**src/rtl/exu_mul_arb_if.sv**
```systemverilog
// Request, multiplier-issue and response bundle for exu_mul_arb.
// slave  : the arbiter side (takes requests, drives the multiplier and responses).
// master : the environment side (requesters and the multiplier itself).
interface exu_mul_arb_if #(
    parameter int TAG_W = 2
);
    logic             req0_valid;
    logic             req0_ready;
    logic [31:0]      req0_a;
    logic [31:0]      req0_b;
    logic             req0_rs1_sign;
    logic             req0_rs2_sign;
    logic             req0_low;
    logic [TAG_W-1:0] req0_tag;

    logic             req1_valid;
    logic             req1_ready;
    logic [31:0]      req1_a;
    logic [31:0]      req1_b;
    logic             req1_rs1_sign;
    logic             req1_rs2_sign;
    logic             req1_low;
    logic [TAG_W-1:0] req1_tag;

    logic             mul_valid;
    logic [31:0]      mul_a;
    logic [31:0]      mul_b;
    logic             mul_rs1_sign;
    logic             mul_rs2_sign;
    logic             mul_low;
    logic [31:0]      mul_result;

    logic             resp0_valid;
    logic [TAG_W-1:0] resp0_tag;
    logic [31:0]      resp0_data;
    logic             resp1_valid;
    logic [TAG_W-1:0] resp1_tag;
    logic [31:0]      resp1_data;

    modport slave (
        input  req0_valid, req0_a, req0_b, req0_rs1_sign, req0_rs2_sign, req0_low, req0_tag,
        input  req1_valid, req1_a, req1_b, req1_rs1_sign, req1_rs2_sign, req1_low, req1_tag,
        output req0_ready, req1_ready,
        output mul_valid, mul_a, mul_b, mul_rs1_sign, mul_rs2_sign, mul_low,
        input  mul_result,
        output resp0_valid, resp0_tag, resp0_data,
        output resp1_valid, resp1_tag, resp1_data
    );

    modport master (
        output req0_valid, req0_a, req0_b, req0_rs1_sign, req0_rs2_sign, req0_low, req0_tag,
        output req1_valid, req1_a, req1_b, req1_rs1_sign, req1_rs2_sign, req1_low, req1_tag,
        input  req0_ready, req1_ready,
        input  mul_valid, mul_a, mul_b, mul_rs1_sign, mul_rs2_sign, mul_low,
        output mul_result,
        input  resp0_valid, resp0_tag, resp0_data,
        input  resp1_valid, resp1_tag, resp1_data
    );
endinterface

```
**src/rtl/exu_mul_arb.sv**
```systemverilog
// exu_mul_arb: shares one LAT-stage pipelined multiplier between the decode
// mul path (port 0, high priority) and the VP verify path (port 1).
// Owner and tag of every issued op ride a shift register alongside the
// multiplier so the result can be steered back to the right port.
// Optional: EXU_MUL_ARB_STARVE_EN adds a port-1 anti-starvation counter.
module exu_mul_arb #(
    parameter int LAT        = 3,
    parameter int TAG_W      = 2,
    parameter int STARVE_MAX = 4
) (
    input  logic            clk,
    input  logic            rst,
    input  logic            freeze,
    input  logic            flush,
    exu_mul_arb_if.slave    bus,
    output logic            busy
);

    logic             rst_dly_q;
    logic             elig;
    logic             force1;
    logic             gnt0;
    logic             gnt1;

    logic [LAT-1:0]   vld_q, vld_d;
    logic [LAT-1:0]   own_q, own_d;
    logic [TAG_W-1:0] tag_q [LAT];
    logic [TAG_W-1:0] tag_d [LAT];
    logic [LAT-1:0]   keep;

    logic             fire;
    logic             fire0;
    logic             fire1;

`ifdef EXU_MUL_ARB_STARVE_EN
    localparam logic [2:0] STARVE_LIM = 3'(STARVE_MAX);
    logic [2:0] starve_q, starve_d;

    // Count port-1 losses, saturating; any port-1 grant clears it.
    always_comb begin
        starve_d = starve_q;
        if (gnt1)
            starve_d = 3'd0;
        else if (!freeze && bus.req1_valid && (starve_q != STARVE_LIM))
            starve_d = starve_q + 3'd1;
    end

    // Starvation counter register.
    always_ff @(posedge clk) begin
        if (rst) starve_q <= 3'd0;
        else     starve_q <= starve_d;
    end

    assign force1 = (starve_q == STARVE_LIM) && bus.req1_valid;
`else
    assign force1 = 1'b0;
`endif

    // Remember reset for one cycle so grants stay off in the cycle after it.
    always_ff @(posedge clk) begin
        rst_dly_q <= rst;
    end

    // Combinational grant: port 0 first unless flushed or port 1 is being forced.
    always_comb begin
        elig = !freeze && !rst && !rst_dly_q;
        gnt0 = elig && bus.req0_valid && !flush && !force1;
        gnt1 = elig && bus.req1_valid && !gnt0;
    end

    assign bus.req0_ready = gnt0;
    assign bus.req1_ready = gnt1;
    assign bus.mul_valid  = gnt0 | gnt1;

    // Issue packet mux; zero when nothing is granted.
    always_comb begin
        bus.mul_a        = 32'd0;
        bus.mul_b        = 32'd0;
        bus.mul_rs1_sign = 1'b0;
        bus.mul_rs2_sign = 1'b0;
        bus.mul_low      = 1'b0;
        if (gnt0) begin
            bus.mul_a        = bus.req0_a;
            bus.mul_b        = bus.req0_b;
            bus.mul_rs1_sign = bus.req0_rs1_sign;
            bus.mul_rs2_sign = bus.req0_rs2_sign;
            bus.mul_low      = bus.req0_low;
        end else if (gnt1) begin
            bus.mul_a        = bus.req1_a;
            bus.mul_b        = bus.req1_b;
            bus.mul_rs1_sign = bus.req1_rs1_sign;
            bus.mul_rs2_sign = bus.req1_rs2_sign;
            bus.mul_low      = bus.req1_low;
        end
    end

    // Tracking next state: flush kills port-0 entries even while frozen;
    // otherwise the pipe shifts and stage LAT retires off the end.
    always_comb begin
        keep  = vld_q & (own_q | {LAT{~flush}});
        vld_d = keep;
        own_d = own_q;
        tag_d = tag_q;
        if (!freeze) begin
            vld_d[0] = gnt0 | gnt1;
            own_d[0] = gnt1;
            tag_d[0] = gnt1 ? bus.req1_tag : (gnt0 ? bus.req0_tag : '0);
            for (int i = 1; i < LAT; i++) begin
                vld_d[i] = keep[i-1];
                own_d[i] = own_q[i-1];
                tag_d[i] = tag_q[i-1];
            end
        end
    end

    // Tracking register; reset drops everything in flight.
    always_ff @(posedge clk) begin
        if (rst) begin
            vld_q <= '0;
            own_q <= '0;
            for (int i = 0; i < LAT; i++) tag_q[i] <= '0;
        end else begin
            vld_q <= vld_d;
            own_q <= own_d;
            for (int i = 0; i < LAT; i++) tag_q[i] <= tag_d[i];
        end
    end

    // Response steering from the last stage; idle port drives zeros.
    always_comb begin
        fire  = vld_q[LAT-1] && !freeze && !rst;
        fire0 = fire && !own_q[LAT-1] && !flush;
        fire1 = fire && own_q[LAT-1];
        bus.resp0_valid = fire0;
        bus.resp0_tag   = fire0 ? tag_q[LAT-1] : '0;
        bus.resp0_data  = fire0 ? bus.mul_result : 32'd0;
        bus.resp1_valid = fire1;
        bus.resp1_tag   = fire1 ? tag_q[LAT-1] : '0;
        bus.resp1_data  = fire1 ? bus.mul_result : 32'd0;
    end

    assign busy = (|vld_q) && !rst;

endmodule

```
**src/flat_wrapper.sv**
```systemverilog
// flat-port wrapper written by rule: the top's interface ports become plain ports
module exu_mul_arb_flat 
#(
    parameter int LAT        = 3,
    parameter int TAG_W      = 2,
    parameter int STARVE_MAX = 4
)
  (clk, rst, freeze, flush, busy, bus_req0_valid, bus_req0_a, bus_req0_b, bus_req0_rs1_sign, bus_req0_rs2_sign, bus_req0_low, bus_req0_tag, bus_req1_valid, bus_req1_a, bus_req1_b, bus_req1_rs1_sign, bus_req1_rs2_sign, bus_req1_low, bus_req1_tag, bus_req0_ready, bus_req1_ready, bus_mul_valid, bus_mul_a, bus_mul_b, bus_mul_rs1_sign, bus_mul_rs2_sign, bus_mul_low, bus_mul_result, bus_resp0_valid, bus_resp0_tag, bus_resp0_data, bus_resp1_valid, bus_resp1_tag, bus_resp1_data);
  exu_mul_arb_if #(.TAG_W(TAG_W)) bus_i ();
  input  logic clk;
  input  logic rst;
  input  logic freeze;
  input  logic flush;
  output logic busy;
  input wire logic [$bits(bus_i.req0_valid)-1:0] bus_req0_valid;
  input wire logic [$bits(bus_i.req0_a)-1:0] bus_req0_a;
  input wire logic [$bits(bus_i.req0_b)-1:0] bus_req0_b;
  input wire logic [$bits(bus_i.req0_rs1_sign)-1:0] bus_req0_rs1_sign;
  input wire logic [$bits(bus_i.req0_rs2_sign)-1:0] bus_req0_rs2_sign;
  input wire logic [$bits(bus_i.req0_low)-1:0] bus_req0_low;
  input wire logic [$bits(bus_i.req0_tag)-1:0] bus_req0_tag;
  input wire logic [$bits(bus_i.req1_valid)-1:0] bus_req1_valid;
  input wire logic [$bits(bus_i.req1_a)-1:0] bus_req1_a;
  input wire logic [$bits(bus_i.req1_b)-1:0] bus_req1_b;
  input wire logic [$bits(bus_i.req1_rs1_sign)-1:0] bus_req1_rs1_sign;
  input wire logic [$bits(bus_i.req1_rs2_sign)-1:0] bus_req1_rs2_sign;
  input wire logic [$bits(bus_i.req1_low)-1:0] bus_req1_low;
  input wire logic [$bits(bus_i.req1_tag)-1:0] bus_req1_tag;
  output wire logic [$bits(bus_i.req0_ready)-1:0] bus_req0_ready;
  output wire logic [$bits(bus_i.req1_ready)-1:0] bus_req1_ready;
  output wire logic [$bits(bus_i.mul_valid)-1:0] bus_mul_valid;
  output wire logic [$bits(bus_i.mul_a)-1:0] bus_mul_a;
  output wire logic [$bits(bus_i.mul_b)-1:0] bus_mul_b;
  output wire logic [$bits(bus_i.mul_rs1_sign)-1:0] bus_mul_rs1_sign;
  output wire logic [$bits(bus_i.mul_rs2_sign)-1:0] bus_mul_rs2_sign;
  output wire logic [$bits(bus_i.mul_low)-1:0] bus_mul_low;
  input wire logic [$bits(bus_i.mul_result)-1:0] bus_mul_result;
  output wire logic [$bits(bus_i.resp0_valid)-1:0] bus_resp0_valid;
  output wire logic [$bits(bus_i.resp0_tag)-1:0] bus_resp0_tag;
  output wire logic [$bits(bus_i.resp0_data)-1:0] bus_resp0_data;
  output wire logic [$bits(bus_i.resp1_valid)-1:0] bus_resp1_valid;
  output wire logic [$bits(bus_i.resp1_tag)-1:0] bus_resp1_tag;
  output wire logic [$bits(bus_i.resp1_data)-1:0] bus_resp1_data;
  assign bus_i.req0_valid = bus_req0_valid;
  assign bus_i.req0_a = bus_req0_a;
  assign bus_i.req0_b = bus_req0_b;
  assign bus_i.req0_rs1_sign = bus_req0_rs1_sign;
  assign bus_i.req0_rs2_sign = bus_req0_rs2_sign;
  assign bus_i.req0_low = bus_req0_low;
  assign bus_i.req0_tag = bus_req0_tag;
  assign bus_i.req1_valid = bus_req1_valid;
  assign bus_i.req1_a = bus_req1_a;
  assign bus_i.req1_b = bus_req1_b;
  assign bus_i.req1_rs1_sign = bus_req1_rs1_sign;
  assign bus_i.req1_rs2_sign = bus_req1_rs2_sign;
  assign bus_i.req1_low = bus_req1_low;
  assign bus_i.req1_tag = bus_req1_tag;
  assign bus_req0_ready = bus_i.req0_ready;
  assign bus_req1_ready = bus_i.req1_ready;
  assign bus_mul_valid = bus_i.mul_valid;
  assign bus_mul_a = bus_i.mul_a;
  assign bus_mul_b = bus_i.mul_b;
  assign bus_mul_rs1_sign = bus_i.mul_rs1_sign;
  assign bus_mul_rs2_sign = bus_i.mul_rs2_sign;
  assign bus_mul_low = bus_i.mul_low;
  assign bus_i.mul_result = bus_mul_result;
  assign bus_resp0_valid = bus_i.resp0_valid;
  assign bus_resp0_tag = bus_i.resp0_tag;
  assign bus_resp0_data = bus_i.resp0_data;
  assign bus_resp1_valid = bus_i.resp1_valid;
  assign bus_resp1_tag = bus_i.resp1_tag;
  assign bus_resp1_data = bus_i.resp1_data;
  exu_mul_arb #(.LAT(LAT), .TAG_W(TAG_W), .STARVE_MAX(STARVE_MAX)) u_core (.clk(clk), .rst(rst), .freeze(freeze), .flush(flush), .bus(bus_i), .busy(busy));
endmodule
```
**config.mk**
```make
export PLATFORM = sky130hd
export DESIGN_NAME = exu_mul_arb_flat
export DESIGN_NICKNAME = d
export VERILOG_FILES = /design/src/rtl/exu_mul_arb_if.sv /design/src/rtl/exu_mul_arb.sv /design/src/flat_wrapper.sv
export SDC_FILE = /design/constraint.sdc
export NUM_CORES = 1
export LEC_CHECK = 0
export ABC_AREA = 0
export CORE_AREA = 2 2 123 125
export DETAILED_ROUTE_END_ITERATION = 8
export DIE_AREA = 0 0 125 127
export GPL_ROUTABILITY_DRIVEN = 0
export HOLD_SLACK_MARGIN = 0.05
export SLEW_MARGIN = 10
export SYNTH_ARGS = -nofsm -noshare
export SYNTH_HDL_FRONTEND = slang
export SYNTH_SLANG_ARGS = --single-unit
```
**constraint.sdc**
```tcl
create_clock -name clk -period 1.9 [get_ports clk]
set_input_delay 0.285 -clock clk [delete_from_list [all_inputs] [get_ports clk]]
set_output_delay 0.285 -clock clk [all_outputs]
set_load 0.01 [all_outputs]
```
==> flow_metrics.py <==
metrics = {
    "run_status": {
        "status": "finished with violations",
        "violations": "negative setup slack",
    },
    "critical_path": {
        "crit_path_top_delay_cell": "dfxtp_2",
        "cp-end-kind": "primary output",
        "critical_path_arrival_ps": 1790,
        "worstPathCellList": "nor3_4 -> buf_4 -> and3_4 -> buf_6 -> buf_8 -> buf_16 -> buf_6 -> a22o_1 -> buf_2",
        "startpoint_type": "flop",
        "max_stage_delay_ps": 340,
        "cp_common_cell": "buf_6",
        "critPathKind": "reg2out",
        "cp.required_ps": 1620,
        "crit_fanout": 8,
    },
    "global_routing": {
        "antenna_found_initial": 0,
        "grt_max_degree": 36,
        "overflow": 0,
        "grt_pass1_vias": 3425,
        "grt_use_total": 0.1580,
        "grt_pass1_wl_mm": 19.67,
    },
    "clock_network": {
        "cts_root_buffer": "clkbuf_16",
        "h-tree-depth": 1,
        "hold_buffers": 0,
        "cts.path.max_buffers": 2,
        "path_clk_slew_ps": 50,
        "numCtsBuffers": 3,
        "insertion_delay_ps": 240,
        "cts_tree": "done",
        "cts_num_sinks": 13,
    },
    "drt": {
        "drc_errors": 0,
        "vias": 3318,
        "drt_iter0_markers": 94,
        "ant_nets": 0,
        "drt_first_pass_iters": 4,
        "routedWlPerCell_um": 18.81,
        "wirelength_mm": 14.52,
        "vias_per_cell": 4.298,
    },
    "cells_and_area": {
        "num-fill-cells": 1435,
        "diodes": 0,
        "final_net_count": 765,
        "utilization": 0.4077,
        "drive_gt1_frac": 0.4864,
        "layout.cells.most_common": "clkdlybuf4s50_1",
        "design_area_um2": 5881,
        "final_cells": 772,
        "syn2layout_area_growth_pct": 235.5,
        "mostFrequentLayoutCells": "clkdlybuf4s50_1, buf_6, a22o_1, buf_2, and2_4",
    },
    "timing": {
        "worst_slack_ps": -176.5,
        "fin_worst_skew_ps": 3.158,
        "worst_pin_slew_ps": 262.0,
        "period_needed_ps": 2076,
        "rsz0062_at_grt": "true",
        "setup_viol_count_final": 105,
        "finalCritPeriodShare": 1.093,
        "maxSlewViolCount": 0,
        "hold_violations": 0,
        "setup-tns-final_ps": -8232,
        "max_slew_margin": 0.8250,
        "fmax_ghz": 0.4816,
    },
    "synth": {
        "syn_nets": 397,
        "synth_edf_count": 0,
        "yosysUniqueCellTypes": 27,
        "syn_avg_cell_area_um2": 7.932,
        "ys_ff_latch": 13,
        "seq_area_frac_synth": 0.1485,
        "syn_area_um2": 1753,
        "synthArstFlopShare": 0,
        "synthFlopType": "dfxtp_1",
        "yosysWarnings": 0,
        "syn-instance-count": 221,
    },
    "placed_design": {
        "io_buffers": 316,
        "dp.cells": 710,
        "dp_hpwl_mm": 9.834,
        "place_area_um2": 5167,
    },
    "floorplan": {
        "num_rows": 44,
        "pin_count": 317,
        "start_util": 0.1215,
        "core_um2": 14420,
        "dieArea_um2": 15880,
        "die_h_um": 127,
        "fp.dieW_um": 125,
    },
    "flow_run": {
        "maxCapViolations": 0,
    },
    "power": {
        "power.total_uw": 1317,
        "p_per_area_nw_per_um2": 224.0,
        "ir_worst_vdd_mv": 0.2196,
        "p_leak_uw": 0.002745,
    },
    "hold_path": {
        "hold_class": "in2reg",
    },
}
==> power breakdown <==
part	switching [µW]	total (µW)	internal (µW)
clock network	122	405	284
logic	189	624	435
registers	5.88	288	282
==> cell usage after synthesis (all sizes together), types with 2 or more instances <==
| library cell | instances | area, µm² |
|---|---|---|
| and2 | 69 | 431.7 |
| a22o | 67 | 586.8 |
| buf | 21 | 146.4 |
| dfxtp | 13 | 260.3 |
| nor2 | 9 | 41.29 |
| mux2i | 6 | 60.06 |
| a21oi | 5 | 25.02 |
| inv | 5 | 18.77 |
| clkbuf | 4 | 15.01 |
| nor3 | 3 | 37.53 |
| o211ai | 3 | 22.52 |
| a221oi | 2 | 17.52 |
| nand2b | 2 | 12.51 |
| nand3 | 2 | 10.01 |
| nand4 | 2 | 12.51 |
==> stage by stage <==
step           worst slack (ps)  hold WS (ps)
2_1_floorplan             209.0         312.7
3_3_place_gp             -757.8         465.9
3_5_place_dp             -743.8         461.8
4_1_cts                  -397.1         468.2
5_1_grt                  -219.4         450.4
6_report                 -176.5         440.8
==> worst max-delay path, delay by kind of cell, from the launching register on <==
family                 cells  cell delay [ps]
buffers and inverters      6              780
flip-flops                 1              340
AND/OR/NAND/NOR            2              230
AO/OA/AOI/OAI              1              200
==> state kept, by name, indices dropped and copies added (netlist names) <==
signal            flops
u_core.tag_q          6
u_core.own_q          3
u_core.rst_dly_q      1
u_core.vld_q          3
==> worst paths after layout <==
kind                            cells past startpoint                    startpoint  slack, ps                      endpoint
worst max register to register                      6      u_core.rst_dly_q$_DFF_P_        680  u_core.tag_q[5]$_SDFFE_PP0N_
worst max-delay path                                9      u_core.rst_dly_q$_DFF_P_       -180                  bus_mul_a[8]
worst min register to register                      2  u_core.tag_q[4]$_SDFFE_PP0N_        470  u_core.tag_q[4]$_SDFFE_PP0N_
worst min-delay path                                2                           rst        440      u_core.rst_dly_q$_DFF_P_
==> layer usage <==
layer	global-route usage	routed length (µm)	vias up
met4	0.03203	295	0
met5	0	0	-
met2	0.3107	7822	211
met1	0.1770	5342	1539
li1	-	-	1550
met3	0.02889	1062	18
==> cell families (layout without fill, tap and decap cells) <==
kind of cell	count (synthesis)	count (layout)	synth area share
AND/OR/NAND/NOR	92	92	0.3312
AO/OA/AOI/OAI	80	80	0.3833
flip-flops	13	13	0.1485
multiplexers	6	6	0.03426
buffers and inverters	30	397	0.1028
==> cell type report <==
class	instances	area (µm²)	area share
Multi-Input combinational cell	178	1473	0.2504
Clock buffer	4	78.83	0.01340
Timing Repair Buffer	388	3817	0.6491
Sequential cell	13	262.8	0.04468
Tap cell	184	230.2	0.03915
Inverter	5	18.77	0.003191
==> what timing repair did <==
item                                    4_1_cts  5_1_grt
endpoints found under the setup margin      141      139
resized for setup                           553      212
setup buffers                                35       20
gates cloned                                 11        3
pin swaps                                    12       68
No activity file was read; power rests on OpenSTA's default activity.
